**config.mk**
```make
export PLATFORM = sky130hd
export DESIGN_NAME = aos_sr_read_scheduler
export DESIGN_NICKNAME = d
export VERILOG_FILES = /design/src/rtl/aos_sr_read_scheduler.sv
export SDC_FILE = /design/constraint.sdc
export NUM_CORES = 1
export LEC_CHECK = 0
export ABC_AREA = 1
export BUFFER_PORTS_ARGS = -buffer_cell sky130_fd_sc_hd__clkbuf_2
export CAP_MARGIN = 40
export CELL_PAD_IN_SITES_DETAIL_PLACEMENT = 1
export CELL_PAD_IN_SITES_GLOBAL_PLACEMENT = 2
export CORE_MARGIN = 5
export CORE_UTILIZATION = 41
export DETAILED_ROUTE_END_ITERATION = 6
export GPL_ROUTABILITY_DRIVEN = 1
export HOLD_SLACK_MARGIN = 0.05
export PLACE_DENSITY_LB_ADDON = 0.1
export SLEW_MARGIN = 15
export SYNTH_ARGS = -nofsm -noshare
export SYNTH_HDL_FRONTEND = slang
export SYNTH_SLANG_ARGS = --single-unit
```
**constraint.sdc**
```tcl
create_clock -name clk -period 15.1 [get_ports clk]
set_input_delay 0.755 -clock clk [delete_from_list [all_inputs] [get_ports clk]]
set_output_delay 0.755 -clock clk [all_outputs]
set_load 0.1 [all_outputs]
```
**src/rtl/aos_sr_read_scheduler.sv**
```systemverilog
// Host-to-route-tree SoftReg sequencer: queues host requests, forwards them one at a time, keeps one read in flight.
// Optional read timeout with DRAIN recovery and sticky per-app flags is enabled by defining AOS_SR_TIMEOUT_EN.
module aos_sr_read_scheduler #(
   parameter int          SR_NUM_APPS    = 2,
   parameter int          FIFO_LOG_DEPTH = 2,
   parameter int          TIMEOUT_CYCLES = 1024,
   parameter logic [63:0] TIMEOUT_DATA   = 64'hDEAD_DEAD_DEAD_DEAD,
   parameter logic [63:0] DISABLED_DATA  = 64'hD15A_B1ED_D15A_B1ED
) (
   input  logic                   clk,
   input  logic                   rst_n,
   input  logic [SR_NUM_APPS-1:0] app_enable,
   input  logic                   host_req_valid,
   input  logic                   host_req_is_write,
   input  logic [31:0]            host_req_addr,
   input  logic [63:0]            host_req_data,
   output logic                   host_resp_valid,
   output logic [63:0]            host_resp_data,
   output logic                   tree_req_valid,
   output logic                   tree_req_is_write,
   output logic [31:0]            tree_req_addr,
   output logic [63:0]            tree_req_data,
   input  logic                   tree_resp_valid,
   input  logic [63:0]            tree_resp_data,
   output logic [SR_NUM_APPS-1:0] timeout_flags,
   output logic [7:0]             drop_count,
   output logic                   busy
);

   // state     | meaning
   // IDLE      | pop one queued request per cycle
   // WAIT_RESP | read outstanding, waiting for the tree (or the deadline)
   // DRAIN     | read timed out, swallowing its late response
   typedef enum logic [1:0] {IDLE, WAIT_RESP, DRAIN} state_t;

   localparam int IDX_W = (SR_NUM_APPS > 1) ? $clog2(SR_NUM_APPS) : 1;
   localparam int DEPTH = 1 << FIFO_LOG_DEPTH;
   localparam int PTR_W = FIFO_LOG_DEPTH + 1;
   localparam int ENT_W = 1 + 32 + 64;

   state_t state_q, state_d;

   logic [ENT_W-1:0] fifo_mem_q [DEPTH];
   logic [PTR_W-1:0] wr_ptr_q, wr_ptr_d;
   logic [PTR_W-1:0] rd_ptr_q, rd_ptr_d;
   logic             fifo_empty, fifo_full, push;

   logic [ENT_W-1:0] head;
   logic             head_is_write;
   logic [31:0]      head_addr;
   logic [63:0]      head_data;
   logic [IDX_W-1:0] head_idx;
   logic             head_en;

   logic        host_resp_valid_q, host_resp_valid_d;
   logic [63:0] host_resp_data_q, host_resp_data_d;
   logic        tree_req_valid_q, tree_req_valid_d;
   logic        tree_req_is_write_q, tree_req_is_write_d;
   logic [31:0] tree_req_addr_q, tree_req_addr_d;
   logic [63:0] tree_req_data_q, tree_req_data_d;
   logic [7:0]  drop_count_q, drop_count_d;
   logic [8:0]  drop_sum;
   logic        ovf_drop, unsol_drop;

`ifdef AOS_SR_TIMEOUT_EN
   localparam int               TMR_W  = (TIMEOUT_CYCLES > 2) ? $clog2(TIMEOUT_CYCLES) : 1;
   localparam logic [TMR_W-1:0] TMR_TC = TMR_W'(TIMEOUT_CYCLES - 1);

   logic [TMR_W-1:0]       timer_q, timer_d;
   logic [IDX_W-1:0]       app_idx_q, app_idx_d;
   logic [SR_NUM_APPS-1:0] flags_q, flags_d;
`else
   logic unused_timeout_cfg;
   assign unused_timeout_cfg = (^TIMEOUT_DATA) ^ (TIMEOUT_CYCLES == 0);
`endif

   // Pointers carry one wrap bit so full and empty are distinguishable.
   assign fifo_empty = (wr_ptr_q == rd_ptr_q);
   assign fifo_full  = (wr_ptr_q[PTR_W-1] != rd_ptr_q[PTR_W-1]) &&
                       (wr_ptr_q[PTR_W-2:0] == rd_ptr_q[PTR_W-2:0]);
   assign push       = host_req_valid && !fifo_full;

   assign head          = fifo_mem_q[rd_ptr_q[PTR_W-2:0]];
   assign head_is_write = head[ENT_W-1];
   assign head_addr     = head[95:64];
   assign head_data     = head[63:0];
   assign head_idx      = head_addr[10 +: IDX_W];

   // Out-of-range indices match no slot and therefore read as disabled.
   always_comb begin
      head_en = 1'b0;
      for (int i = 0; i < SR_NUM_APPS; i++) begin
         if (head_idx == IDX_W'(i)) head_en = app_enable[i];
      end
   end

   always_ff @(posedge clk) begin
      if (push) fifo_mem_q[wr_ptr_q[PTR_W-2:0]] <= {host_req_is_write, host_req_addr, host_req_data};
   end

   assign ovf_drop   = host_req_valid && fifo_full;
   assign unsol_drop = tree_resp_valid && (state_q == IDLE);
   assign drop_sum   = {1'b0, drop_count_q} + 9'(ovf_drop) + 9'(unsol_drop);

   always_comb begin
      state_d             = state_q;
      wr_ptr_d            = wr_ptr_q + PTR_W'(push);
      rd_ptr_d            = rd_ptr_q;
      host_resp_valid_d   = 1'b0;
      host_resp_data_d    = '0;
      tree_req_valid_d    = 1'b0;
      tree_req_is_write_d = 1'b0;
      tree_req_addr_d     = '0;
      tree_req_data_d     = '0;
      drop_count_d        = drop_sum[8] ? 8'hFF : drop_sum[7:0];
`ifdef AOS_SR_TIMEOUT_EN
      timer_d             = timer_q;
      app_idx_d           = app_idx_q;
      flags_d             = flags_q;
`endif
      case (state_q)
         IDLE: begin
            if (!fifo_empty) begin
               rd_ptr_d = rd_ptr_q + PTR_W'(1);
               if (head_en) begin
                  tree_req_valid_d    = 1'b1;
                  tree_req_is_write_d = head_is_write;
                  tree_req_addr_d     = head_addr;
                  tree_req_data_d     = head_data;
                  if (!head_is_write) begin
                     state_d = WAIT_RESP;
`ifdef AOS_SR_TIMEOUT_EN
                     timer_d   = '0;
                     app_idx_d = head_idx;
`endif
                  end
               end else if (!head_is_write) begin
                  host_resp_valid_d = 1'b1;
                  host_resp_data_d  = DISABLED_DATA;
               end
            end
         end
         WAIT_RESP: begin
            if (tree_resp_valid) begin
               host_resp_valid_d = 1'b1;
               host_resp_data_d  = tree_resp_data;
               state_d           = IDLE;
            end
`ifdef AOS_SR_TIMEOUT_EN
            else if (timer_q == TMR_TC) begin
               host_resp_valid_d = 1'b1;
               host_resp_data_d  = TIMEOUT_DATA;
               timer_d           = '0;
               state_d           = DRAIN;
               for (int i = 0; i < SR_NUM_APPS; i++) begin
                  if (app_idx_q == IDX_W'(i)) flags_d[i] = 1'b1;
               end
            end else begin
               timer_d = timer_q + TMR_W'(1);
            end
`endif
         end
`ifdef AOS_SR_TIMEOUT_EN
         DRAIN: begin
            if (tree_resp_valid || (timer_q == TMR_TC)) begin
               state_d = IDLE;
            end else begin
               timer_d = timer_q + TMR_W'(1);
            end
         end
`endif
         default: state_d = IDLE;
      endcase
   end

   always_ff @(posedge clk or negedge rst_n) begin
      if (!rst_n) begin
         state_q             <= IDLE;
         wr_ptr_q            <= '0;
         rd_ptr_q            <= '0;
         host_resp_valid_q   <= 1'b0;
         host_resp_data_q    <= '0;
         tree_req_valid_q    <= 1'b0;
         tree_req_is_write_q <= 1'b0;
         tree_req_addr_q     <= '0;
         tree_req_data_q     <= '0;
         drop_count_q        <= '0;
      end else begin
         state_q             <= state_d;
         wr_ptr_q            <= wr_ptr_d;
         rd_ptr_q            <= rd_ptr_d;
         host_resp_valid_q   <= host_resp_valid_d;
         host_resp_data_q    <= host_resp_data_d;
         tree_req_valid_q    <= tree_req_valid_d;
         tree_req_is_write_q <= tree_req_is_write_d;
         tree_req_addr_q     <= tree_req_addr_d;
         tree_req_data_q     <= tree_req_data_d;
         drop_count_q        <= drop_count_d;
      end
   end

`ifdef AOS_SR_TIMEOUT_EN
   always_ff @(posedge clk or negedge rst_n) begin
      if (!rst_n) begin
         timer_q   <= '0;
         app_idx_q <= '0;
         flags_q   <= '0;
      end else begin
         timer_q   <= timer_d;
         app_idx_q <= app_idx_d;
         flags_q   <= flags_d;
      end
   end

   assign timeout_flags = flags_q;
`else
   assign timeout_flags = '0;
`endif

   assign host_resp_valid   = host_resp_valid_q;
   assign host_resp_data    = host_resp_data_q;
   assign tree_req_valid    = tree_req_valid_q;
   assign tree_req_is_write = tree_req_is_write_q;
   assign tree_req_addr     = tree_req_addr_q;
   assign tree_req_data     = tree_req_data_q;
   assign drop_count        = drop_count_q;
   assign busy              = !fifo_empty || (state_q != IDLE);

endmodule

```
== After elaboration in Yosys (flattened, before gate mapping) ==
Memory sizes are Yosys's and may differ from the RTL's.
Cells that the tools add are included.

* Reduce and logical (&&, ||, !) cells: 11
* Equal/unequal tests: 8
* $add $sub $neg: 4
* Multiplexer cells: 31
* Bitwise gates (word level): 1

{| class="wikitable"
|+ Operator list
! kind !! number
|-
| $mux 64 || 7
|-
| $pmux 64 s2 || 1
|-
| $mux 32 || 3
|-
| $mux 1 || 13
|-
| $add 8x1->9 || 1
|-
| $add 9x1->9 || 1
|-
| $mux 2 || 4
|-
| $mux 8 || 1
|-
| $ne 2x2->1 const B || 4
|-
| $logic_and 1x1->1 || 4
|-
| $pmux 2 s2 || 1
|-
| $reduce_and 4->1 || 1
|-
| $add 3x1->3 || 1
|-
| $add 3x1->3 const B || 1
|-
| $eq 3x3->1 || 1
|-
| $eq 2x1->1 const B || 1
|-
| $eq 2x2->1 || 1
|-
| $logic_not 1->1 || 2
|-
| $logic_not 2->1 || 1
|-
| $pmux 1 s2 || 1
|-
| $reduce_and 2->1 || 1
|-
| $reduce_bool 2->1 || 1
|-
| $logic_or 1x1->1 || 1
|-
| $ne 1x1->1 || 1
|-
| $not 1->1 || 1
|}

* Output and inout bits: 174
* Input bits: 167
* Memories kept: 1
* Memory bits (writable): 388
* Logic and storage cells: 66
* Bits in registers: 179

{| class="wikitable"
|+ Memories
! memory !! words !! width !! read ports !! clocked after Yosys merged registers in !! wr ports !! line !! RTL
|-
| fifo_mem_q || 4 || 97 || 1 || 0 || 1 || 43 || <nowiki>logic [ENT_W-1:0] fifo_mem_q [DEPTH];</nowiki>
|}

== Logic depth before layout (Yosys ltp) ==
Gate-level depths: netlist of run 1.

* Depth in word-level cells: 6
* Depth in mapped cells: 15
* Depth with buffers taken out: 14

== Least setup slack after synthesis of run 1 ==
OpenSTA, ideal clock, no wires.

* Path kind: input port to flip-flop
* Start: in host_req_valid
* End: mem fifo_mem_q[2][0] (netlist name) (enable)
* Buffers on the path: 0
* Library setup time: 672 ps
* Cell stages on the path: 2
* Arrival time: 7,420 ps
* Slack: 7,007 ps
* Required time: 14,428 ps
* Cells stage by stage: nand2_1 -> nor3_1

* Longest elaborated chain between the ends: 3

{| class="wikitable"
|+ Ends and longest elaborated chain
! element !! line !! RTL
|-
| start: declaration || 13 || <nowiki>input logic host_req_valid,</nowiki>
|-
| $logic_and 1x1->1 || 81 || <nowiki>assign push = host_req_valid && !fifo_full;</nowiki>
|-
| $mux 1 || 98 || <nowiki>if (push) fifo_mem_q[wr_ptr_q[PTR_W-2:0]] <= {host_req_is_write, host_req_addr, host_req_data};</nowiki>
|-
| $mux 1 (implied by the code) || 98 ||
|-
| end: declaration || 43 ||
|}

Every way passes these cells.

== Worst setup path after layout of run 1 ==
* Start: reg rd_ptr_q[0]
* End: out busy

* Longest elaborated chain between the ends: 3

{| class="wikitable"
|+ Ends and longest elaborated chain
! element !! line !! RTL
|-
| start: declaration || 45 || <nowiki>logic [PTR_W-1:0] rd_ptr_q, rd_ptr_d;</nowiki>
|-
| start signal: assignment || 191 || <nowiki>rd_ptr_q <= rd_ptr_d;</nowiki>
|-
| $eq 3x3->1 || 78 || <nowiki>assign fifo_empty = (wr_ptr_q == rd_ptr_q);</nowiki>
|-
| $logic_not 1->1 || 227 || <nowiki>assign busy = !fifo_empty || (state_q != IDLE);</nowiki>
|-
| $logic_or 1x1->1 || 227 ||
|-
| end: declaration || 27 || <nowiki>output logic busy</nowiki>
|}

Every way passes these cells.

==> impl_results.md, run 1 <==
* Status: completed
* Peak VDD IR at between 0.1 and 0.15 mV
* Final setup TNS at 0 ns
* Synth Cell Area at 0.0208 sq mm
* Pins Over Slew Limit at 0
* Htree depth at 2
* Vias in the first global route at 13,611
* Overall Power at 6.00 mW
* Sw frac at 0.449
* Rel. slew slack at 0.453
* DR vias/cell at about 4.9
* Max-cap viol count at 0
* Max stage delay cell, worst path: dfrtp_4
* Pin count of the biggest net entering global routing at roughly 100
* Fmax at between 200 and 300 MHz
* P_leak at 10.6 nW
* Antenna cell count at 0
* Worst Hold Class: in -> async
* Max Root-Sink Buffers at 3
* Core box area at 0.0502 sq mm
* Crit-path cells: buf_16, inv_6, nand2_1, nand2_2, nand4_1, clkbuf_2
* # clock sinks at 566
* DIE AREA at ~0.055 sq mm
* Flop pwr share at 0.366
* Final #Nets at 2,064
* Via count at around 13,000
* Die width at between 200 and 250 microns
* Design area at around 0.025 sq mm
* Initial core utilization at 0.414
* Congestion Overflow GR at 0
* RSZ-0062 raised after global routing: no
* Worst slew pin tran at between 0.8 and 0.9 ns
* Switching Power at 2.69 mW
* CTS tree: done
* Post-synth top area share at 0.561
* Critical Path Sink Type: output port
* Pre-antenna DRT Iters at 5
* Total GRT Usage at 0.183
* Synth cell types at 29
* Combinational Power Share at 0.410
* Clock skew at approximately 0.017 ns
* Final setup fails at 0
* CP Data Required Time at 14.35 ns
* First-pass GRT wire length at ~80 mm
* Final hold vios at 0
* Remaining DRCs at 0
* Power Internal at 3.30 mW
* Share of layout cells above drive strength 1 at 0.255
* Sequential element share of the synthesized area at 0.775
* Postcts setup bufs at 0
* Die H at around 240 microns
* GP Congestion at roughly 0.73
* Inst Count DP at 2,503
* Leading area contributor after synthesis: edfxtp_1
* Critical Path Fanout Max at 103
* # rows at around 80
* Final WL at around 51 mm
* Warnings, synthesis at 0
* Post-CTS sizing at 0
* Clk slew on worst S/H paths at ~0.060 ns
* DP HPWL at 32.8 mm
* Final hold slack at 0.102 ns
* Antenna Nets Post-Route at 0
* Mapped Cells at around 1,600
* Slowest stage delay, CP at between 0.6 and 0.7 ns
* Hold_buf cts at 0
* Final Cycle Share at 0.249
* Initial antenna violation count at 1
* Fillers at 5,181
* Critical path buffers and inverters at 3
* Placed Area at roughly 0.023 sq mm
* Synth Area per Inst at roughly 13 sq um
* Minimum clock period at 3.76 ns
* Pwr Density at 239 mW/mm^2
* Wire per inst at slightly below 20 microns
* Ports at about 340
* Drt initial violations at between 700 and 800
* CTS Buf Count at 57
* Critical path depth at 6
* Clock Power Share at 0.224
* Layout Cells excl Fill at 2,611
* CP Class: reg -> out
* IO buf count at between 300 and 400
* Worst reg2reg path depth at 10
* Synth Register Bits at between 500 and 600
* Critical Path AT at between 3 and 4 ns
* Clock Latency Late Sink at between 0.6 and 0.7 ns
* Startpoint types: flip-flop
* Synth area leaders: edfxtp_1, dfrtp_1, nor2_1
* Synth-to-Final Area Change at 20.6%
* Clock root cell: clkbuf_16
* Crit-path leading delay family: buffers and inverters
[path summary, 6_finish.rpt]
check,startpoint,to,slack [ns]
max reg2reg,rd_ptr_q[0],tree_req_data[8],11.40
max,rd_ptr_q[0],busy,11.34
max in group asynchronous,rst_n,tree_req_addr[31],13.50
min,rst_n,tree_req_addr[17],0.10
min reg2reg,wr_ptr_q[2],wr_ptr_q[2],0.49
min in group clk,tree_resp_data[21],host_resp_data[21],0.35
[logic make-up after synthesis]
family                   Yosys count  synth area share
AND/OR/NAND/NOR                  455            0.0955
adder cells (fa/ha/maj)            5           0.00337
AO/OA/AOI/OAI                    292            0.0761
buffers and inverters            230            0.0483
flip-flops                       566             0.775
XOR/XNOR                           3           0.00127
other                              1          0.000181
[registers in the layout (all words and copies together), names as in the netlist, 3 cells and up]
signal,flops
tree_req_addr,32
rd_ptr_q,3
tree_req_data,64
fifo_mem_q,388
host_resp_data,64
drop_count,8
wr_ptr_q,3
[metrics by stage]
step	util	setup WS (ns)
6_report	0.499	11.34
5_1_grt	0.499	11.08
4_1_cts	0.499	11.22
3_5_place_dp	0.463	11.23
3_3_place_gp	0.459	10.98
2_1_floorplan	-	7.01
[area by class of cell]
| cell class | instances | area (sq um) | area share |
|---|---|---|---|
| flip-flops and latches | 566 | 16100 | 0.643 |
| well taps | 672 | 841 | 0.0336 |
| inverters | 145 | 552 | 0.0220 |
| multi-input cells | 757 | 3700 | 0.148 |
| clock inverters | 23 | 183 | 0.00729 |
| repair buffers | 365 | 2050 | 0.0818 |
| clock buffers | 83 | 1620 | 0.0645 |
[power by group through the flow]
stage / sequential, mW / combinational (mW) / clock [mW]
2_1_floorplan: 3.16 / 1.01 / 0
3_3_place_gp: 2.24 / 2.40 / 0
3_5_place_dp: 2.23 / 2.49 / 0
4_1_cts: 2.20 / 2.50 / 1.38
5_1_grt: 2.23 / 2.65 / 1.46
6_report: 2.20 / 2.46 / 1.35
[layout by cell type, fill, tap and decap left out, types with 2 or more instances in the layout]
cell       Yosys  final
edfxtp_1     388    388
clkbuf_16      0     58
nor2_4        29     29
o22ai_1       95     95
buf_12         3      3
clkinv_2       0     12
xor2_1         3      3
nand2_1      107    107
nor3_1         6      2
o21ai_0      180    180
dfrtp_1      178    176
buf_4          6     18
ha_1           4      4
dfrtp_4        0      2
buf_16         0      5
bufinv_16      0      2
clkbuf_2       0    337
nor3_2         0      4
inv_2          4      3
nor2_1       291    291
nand3_1       10     10
nand4_1        2      2
or2_2          2      2
inv_1        139    139
conb_1         1      2
nand2_2        5      5
clkbuf_8       0      8
clkinv_1       1      8
o21ai_1       17     17
clkbuf_1      43     18
[worst register-to-register path, stage by stage, from the launching register on]
cell,delay (ns)
dfrtp_4,0.67
buf_16,0.30
inv_6,0.58
nand2_1,0.20
nand2_2,0.11
nand3_1,0.09
nand2_2,0.14
inv_2,0.11
nand2_8,0.40
buf_4,0.75
nor2_1,0.19
[synth_stat cells, drive strengths merged]
cell / instances
nand3: 11
nor2: 320
ha: 4
o21ai: 197
clkbuf: 43
xor2: 3
buf: 42
nand2: 113
nand4: 2
or2: 2
conb: 1
nor3: 6
and2: 1
o22ai: 95
edfxtp: 388
inv: 144
fa: 1
dfrtp: 178
clkinv: 1
[per-layer routing]
layer	vias up	track usage	wire, microns
met1	6449	0.248	22700
met5	-	0	0
met3	68	0.0347	2340
li1	5979	-	-
met4	0	0.0402	880
met2	272	0.312	25500
Note: power is estimated with default switching activity, not from simulation.
==> inputs of run 2 (changes only) <==
--- a/config.mk
+++ b/config.mk
@@ -11,7 +11,7 @@
 export CELL_PAD_IN_SITES_DETAIL_PLACEMENT = 1
 export CELL_PAD_IN_SITES_GLOBAL_PLACEMENT = 2
 export CORE_MARGIN = 5
-export CORE_UTILIZATION = 41
+export CORE_UTILIZATION = 38
 export DETAILED_ROUTE_END_ITERATION = 6
 export GPL_ROUTABILITY_DRIVEN = 1
 export HOLD_SLACK_MARGIN = 0.05
==> constraint.sdc (replaced) <==
create_clock -name clk -period 3.65 [get_ports clk]
set_input_delay 0.1825 -clock clk [delete_from_list [all_inputs] [get_ports clk]]
set_output_delay 0.1825 -clock clk [all_outputs]
set_load 0.1 [all_outputs]
==> run 2 against run 1 <==
Against the previous run: wire length increased by 6.0%; cell count increased by 7.6%; sequential share of layout area decreased by 4.6 points; clock skew about the same; critical path depth increased by 8; first-iteration DRC count decreased by 44%; flip-flop and latch count unchanged; cell area increased by 7.7%; via count increased by 4.9%; register-to-register slack got worse by 11 ns; combinational power increased to 4.2 times the previous value; non-clock buffer count increased by 161.
==> impl_results.md, run 2 (synthesis gave the netlist of run 1 again) <==
* Pwr Density at 947 mW/mm^2 (+300%)
* Worst slew pin tran at 0.944 ns (+0.123 ns)
* Max stage delay cell, worst path: dfrtp_4
* Htree depth at 2 (unchanged)
* Slowest stage delay, CP at 0.42 ns (-0.25 ns)
* CP Class: reg -> reg
* Final #Nets at 2,228 (+7.9%)
* Total GRT Usage at 0.181 (-0.00194)
* Pin count of the biggest net entering global routing at 192 (+85%)
* Core box area at 0.0540 sq mm (+7.7%)
* P_leak at 11.4 nW (+7.4%)
* Initial antenna violation count at 9 (+8)
* Wire per inst at 19.4 microns (-1.5%)
* Clk slew on worst S/H paths at 0.06 ns (about the same)
* Share of layout cells above drive strength 1 at 0.242 (-0.0129)
* Final setup fails at 0 (unchanged)
* DIE AREA at 0.0594 sq mm (+7.6%)
* Final WL at 54.5 mm (+6.0%)
* Via count at 13,395 (+4.9%)
* Final setup TNS at 0 ns (unchanged)
* Clock root cell: clkbuf_16
* Cell mode on critical path: nand2_1
* Crit-path leading delay family: simple AND/OR/NAND/NOR gates
* Peak VDD IR at 0.612 mV (+350%)
* Status: completed
* Critical Path Fanout Max at 35 (-66%)
* Rel. slew slack at 0.371 (-0.0821)
* Antenna Nets Post-Route at 0 (unchanged)
* GP Congestion at 0.732 (-0.25%)
* M3 GR Usage at 0.0366 (+0.00193)
* Commonest non-fill, non-tap cell in the layout: edfxtp_1
* Crit-path cells: buf_4, nand2_1, nand2_2, nand4_1, inv_1, nand2_1, fa_1, inv_1, ha_1, nand2_1, nor3_1, and2_1, nand2_1, o21ai_0
* CTS Buf Count at 60 (+5.3%)
* Post-CTS sizing at 0 (unchanged)
* IO buf count at 338 (unchanged)
* # rows at 85 (+3.7%)
* Inst Count DP at 2,523 (+0.80%)
* Max Root-Sink Buffers at 3 (unchanged)
* Die width at 244 microns (+3.7%)
* Minimum clock period at ~2.8 ns
* Fmax at about 350 MHz
* Die H at 244 microns (+3.7%)
* Placed Area at 0.0233 sq mm (+0.31%)
* RSZ-0062 raised after global routing: no
* Initial core utilization at 0.385 (-0.0296)
* Met2 Usage GRT at 0.313 (+0.00162)
* # clock sinks at 566 (unchanged)
* CTS tree: done
* GRT busiest layer: met2
* Clock Latency Late Sink at 0.61 ns (about the same)
* Remaining DRCs at 0 (unchanged)
* Final Cycle Share at 0.777
* Drt initial violations at 438 (-44%)
* CP Data Required Time at 4.17 ns (-10.18 ns)
* Ports at 341 (unchanged)
* Grt met1 use at 0.232 (-0.0166)
* Critical Path AT at 3.36 ns (+0.35 ns)
* Synth-to-Final Area Change at 29.9%
* Final hold vios at 0 (unchanged)
* Pins Over Slew Limit at 0 (unchanged)
* Pre-antenna DRT Iters at 4 (-1)
* First-pass GRT wire length at 84.7 mm (+5.9%)
* Critical path buffers and inverters at 3 (unchanged)
* Worst Hold Class: in -> async
* Overall Power at 25.6 mW (+330%)
* Startpoint types: flip-flop
* Max reg flops at 388 (unchanged)
* DP HPWL at 30.9 mm (-5.8%)
* Most frequent cells in the layout: edfxtp_1, clkbuf_2, nor2_1
* Clock skew at 0.0170 ns (-0.000317 ns)
* Design area at 0.0270 sq mm (+7.7%)
* Vias in the first global route at 14,501 (+6.5%)
* DR vias/cell at 4.77 (-2.5%)
* Congestion Overflow GR at 0 (unchanged)
* Max-cap viol count at 0 (unchanged)
* Layout Cells excl Fill at 2,809 (+7.6%)
* Critical Path Sink Type: flip-flop
run 2: cell count changes in the layout (fill, tap and decap cells not counted), moves of 4 or more:
cell	before	now
dlygate4sd3_1	0	167
buf_4	18	8
buf_12	3	12
clkbuf_8	8	17
clkinv_1	8	2
buf_16	5	0
diode_2	0	5
clkbuf_16	58	62
nor3_2	4	0
nor3_4	0	4
run 2: timing repair:
item / CTS / global route
endpoints found under the hold margin: 526 / 0
hold buffers: 167 / 0
setup buffers: 0 / 0
setup endpoints to repair: 0 / 0
run 2: metrics by stage:
stage,utilization,setup slack [ns],hold WS (ns)
2_1_floorplan,-,-0.0385,-0.113
3_3_place_gp,0.430,0.791,0.265
3_5_place_dp,0.431,0.770,0.266
4_1_cts,0.499,0.761,0.155
5_1_grt,0.499,0.511,0.209
6_report,0.500,0.815,0.160
run 2: per-layer routing:
layer | up-vias | share of wire
met5 | - | 0.00083
met4 | 8 | 0.027
met3 | 96 | 0.041
met2 | 262 | 0.50
met1 | 6695 | 0.43
li1 | 6334 | -
run 2: final cells by class:
| cell class | instances | area, sq um |
|---|---|---|
| antenna | 5 | 12.5 |
| clock buffer | 94 | 1830 |
| clock inverter | 20 | 184 |
| fill | 5504 | 27000 |
| inverter | 145 | 554 |
| multi-input combinational | 757 | 3730 |
| sequential | 566 | 16100 |
| tap | 696 | 871 |
| timing repair buffer | 526 | 3690 |
run 2: worst reg2reg max path, cell delays in order, from the launching register on:
cell and delay, ns:
dfrtp_4 0.42, buf_4 0.37, nand2_1 0.12, nand2_2 0.11, nand4_1 0.17, inv_1 0.09
nand2_1 0.07, fa_1 0.39, inv_1 0.09, ha_1 0.16, nand2_1 0.08, nor3_1 0.23
and2_1 0.18, nand2_1 0.17, o21ai_0 0.13
run 2: final timing paths:
path                                    startpoint                  to  slack [ns]  cells past startpoint
worst max-delay path                   rd_ptr_q[1]       drop_count[5]        0.82                     14
worst min-delay path                         rst_n   tree_req_addr[18]        0.16                      2
worst max register to register         rd_ptr_q[1]       drop_count[5]        0.82                     14
worst min register to register         wr_ptr_q[2]         wr_ptr_q[2]        0.50                      1
max in group asynchronous                    rst_n   tree_req_data[51]        2.64                      3
min in group clk                tree_resp_data[24]  host_resp_data[24]        0.33                      4
run 2: report_power, final:
group / leakage (nW) / internal, mW / total, mW / switching, mW
Sequential: 5.90 / 8.54 / 9.04 / 0.500
Clock: 1.00 / 3.65 / 6.11 / 2.46
Combinational: 4.50 / 2.07 / 10.4 / 8.34
==> inputs of run 3 (changes only) <==
--- a/config.mk
+++ b/config.mk
@@ -5,13 +5,13 @@
 export SDC_FILE = /design/constraint.sdc
 export NUM_CORES = 1
 export LEC_CHECK = 0
-export ABC_AREA = 1
+export ABC_AREA = 0
 export BUFFER_PORTS_ARGS = -buffer_cell sky130_fd_sc_hd__clkbuf_2
 export CAP_MARGIN = 40
 export CELL_PAD_IN_SITES_DETAIL_PLACEMENT = 1
 export CELL_PAD_IN_SITES_GLOBAL_PLACEMENT = 2
 export CORE_MARGIN = 5
-export CORE_UTILIZATION = 38
+export CORE_UTILIZATION = 42
 export DETAILED_ROUTE_END_ITERATION = 6
 export GPL_ROUTABILITY_DRIVEN = 1
 export HOLD_SLACK_MARGIN = 0.05
==> constraint.sdc (replaced) <==
create_clock -name clk -period 2.9 [get_ports clk]
set_input_delay 0.145 -clock clk [delete_from_list [all_inputs] [get_ports clk]]
set_output_delay 0.145 -clock clk [all_outputs]
set_load 0.1 [all_outputs]
==> run 3 against run 2 <==
Against the previous run: critical path depth shrank 5; first-iteration DRC count rose by 23%; area after synthesis fell by 2.5%; synthesized cell count decreased by 37%; clock power is 26% higher; highest routed layer unchanged; die area fell by 11%; critical path type unchanged; sequential power is 27% higher.
==> impl_results.md, run 3 <==
* # rows at 80 (-5.9%)
* Worst slew pin tran at 0.752 ns (-0.192 ns)
* Multi-input gate area at 0.00396 sq mm (+6.0%)
* Via count at 10,977 (-18%)
* Remaining DRCs at 0 (unchanged)
* Die H at 230 microns (-5.8%)
* Minimum clock period at 2.55 ns (-0.287 ns)
* Crit-path cells: xor2_4, nor2_1, nand3_1, fa_1, inv_1, ha_1, nand3_1, or3_1, o21ai_0
* Pwr Density at 1180 mW/mm^2 (+25%)
* Dpl ws at 0.351 ns (-0.419 ns)
* Post-synth EDFFs at 388 (unchanged)
* Layout Cells excl Fill at 2,178 (-22%)
* Critical Path Fanout Max at 7 (-80%)
* Dominant cell by count in the synthesized netlist: edfxtp_1
* Wire per inst at 22.8 microns (+17%)
* Synth area leaders: edfxtp_1, dfrtp_1, mux4_2
* Hold EP: wr_ptr_q[0]
* Hold path startpoint: host_req_valid
* Clock skew at 0.0178 ns (+0.000784 ns)
* Critical path buffers and inverters at 1 (-2)
* FF-to-FF Start: wr_ptr_q[1]
* Max Root-Sink Buffers at 3 (unchanged)
* DR vias/cell at 5.04 (+5.7%)
* Placed Area at 0.0229 sq mm (-1.7%)
* Clk slew on worst S/H paths at 0.06 ns (about the same)
* # clock sinks at 566 (unchanged)
* Max reg flops at 388 (unchanged)
* Core box area at 0.0477 sq mm (-12%)
* Pin count of the biggest net entering global routing at 100 (-48%)
* Synth cell types at 35 (+21%)
* Cell mode on critical path: nand3_1
* Vias in the first global route at 12,319 (-15%)
* First-pass GRT wire length at 76.6 mm (-9.5%)
* Final worst setup slack at 0.352 ns (-0.463 ns)
* Htree depth at 2 (unchanged)
* Antenna Nets Post-Route at 0 (unchanged)
* Worst reg2reg path depth at 9 (-5)
* Worst R2R End: drop_count[3]
* Synth-to-Final Area Change at 31.2%
* Final #Nets at 1,682 (-25%)
* Fmax at 392 MHz (+11%)
* Synth Register Bits at 566 (unchanged)
* Design area at 0.0266 sq mm (-1.6%)
* GP Congestion at 0.749 (+2.4%)
* Synth Cell Area at 0.0202 sq mm (-2.5%)
* Drt initial violations at 538 (+23%)
* Max stage delay cell, worst path: dfrtp_2
* Final Cycle Share at 0.879 (+0.102)
* Post-CTS sizing at 0 (unchanged)
* Pre-antenna DRT Iters at 4 (unchanged)
* Peak VDD IR at 0.918 mV (+50%)
* Hold Path Stages at 4
* Postcts setup bufs at 0 (unchanged)
* Inst Count DP at 1,898 (-25%)
* RSZ-0062 raised after global routing: no
* Congestion Overflow GR at 0 (unchanged)
* CTS tree: done
* Warnings, synthesis at 0 (unchanged)
* Total GRT Usage at 0.189 (+0.00730)
* CP Class: reg -> reg
* DP HPWL at 28.2 mm (-8.5%)
* Main synth FF type: edfxtp_1
* Slowest stage delay, CP at 0.51 ns (+0.09 ns)
* CP startpoint: wr_ptr_q[1]
* IO buf count at 338 (unchanged)
* Reg area at 0.0161 sq mm (unchanged)
* Clock root cell: clkbuf_16
* Status: completed
* Setup slack, reg-to-reg at 0.35 ns (-0.46 ns)
* Crit-path leading delay family: simple AND/OR/NAND/NOR gates
* Initial core utilization at 0.424 (+0.0396)
* CTS Buf Count at 59 (-1.7%)
* Initial antenna violation count at 6 (-3)
* Commonest non-fill, non-tap cell in the layout: edfxtp_1
* Mapped Cells at 984 (-37%)
* Final WL at 49.6 mm (-9.0%)
* Synth Area per Inst at 20.6 sq um (+54%)
* Leading area contributor after synthesis: edfxtp_1
* Worst Hold Class: in -> reg
* Sequential element share of the synthesized area at 0.795 (+0.0201)
* Post-synth top area share at 0.575 (+0.0145)
* Hold_buf cts at 166 (-0.60%)
* Die width at 230 microns (-5.8%)
* Startpoint types: flip-flop
* Async S/R FF share, synth at 0.314 (unchanged)
* Ports at 341 (unchanged)
* Rel. slew slack at 0.499 (+0.128)
* Fillers at 4,307 (-22%)
* Pins Over Slew Limit at 0 (unchanged)
* Synth cell count leaders: edfxtp_1, dfrtp_1, nor3b_1
* Critical Path Sink Type: flip-flop
* Max-cap viol count at 0 (unchanged)
* Clock Latency Late Sink at 0.61 ns (about the same)
* Share of layout cells above drive strength 1 at 0.365 (+0.122)
* Critical Path AT at 3.06 ns (-0.30 ns)
* Final hold vios at 0 (unchanged)
* Final setup fails at 0 (unchanged)
* P_leak at 10.4 nW (-8.5%)
* Most frequent cells in the layout: edfxtp_1, clkbuf_2, dfrtp_1
* CP Data Required Time at 3.41 ns (-0.76 ns)
* DIE AREA at 0.0527 sq mm (-11%)
## run 3: worst max-delay path by stage
stage | cells past startpoint | slack, ns | end
floorplan | 4 | -0.93 | fifo_mem_q[1][0]
global placement | 9 | 0.40 | drop_count[3]
detailed placement | 9 | 0.35 | drop_count[3]
CTS | 9 | 0.33 | drop_count[3]
global route | 9 | 0.11 | drop_count[3]
finish | 9 | 0.35 | drop_count[3]
## run 3: worst reg2reg max path: stages, from the launching register on
cell and delay (ns):
dfrtp_2 0.51, xor2_4 0.24, nor2_1 0.15, nand3_1 0.13
fa_1 0.42, inv_1 0.09, ha_1 0.19, nand3_1 0.12
or3_1 0.48, o21ai_0 0.12
## run 3: logic make-up after synthesis
kind of cell    share of synthesized area
flops                               0.795
simple gates                       0.0574
mux                                 0.111
buf+inv                            0.0149
compound gates                     0.0131
xor+xnor                          0.00476
fa+ha+maj                         0.00346
other cells                      0.000185
## run 3: power by group
group / switching (mW) / total [mW] / internal, mW
registers: 0.656 / 11.5 / 10.8
clock network: 3.08 / 7.67 / 4.59
logic: 8.98 / 12.3 / 3.30
## run 3: final cells by class
class | count | share of cell area
sequential | 566 | 0.607
timing repair buffer | 526 | 0.139
clock buffer | 82 | 0.0635
inverter | 4 | 0.000565
multi-input combinational | 353 | 0.149
clock inverter | 29 | 0.0121
antenna | 3 | 0.000283
tap | 615 | 0.0290
## run 3: per-layer routing
metal | wire length, microns | part of all wire | global-route usage | up-vias
met5 | 41 | 0.00083 | 0 | -
met4 | 929 | 0.019 | 0.0477 | 6
met3 | 2610 | 0.053 | 0.0412 | 70
met2 | 24600 | 0.50 | 0.318 | 287
met1 | 21400 | 0.43 | 0.253 | 5696
li1 | - | - | - | 4918
## run 3: through the flow
stage	hold WS, ns	util	total power, mW	setup TNS (ns)
after floorplan	-0.151	-	21.0	-245.23
after CTS	0.0507	0.556	31.9	0
after global routing	0.0797	0.556	32.9	0
after global placement	0.193	0.479	23.8	0
final	0.0875	0.556	31.4	0
after detailed placement	0.192	0.479	23.9	0
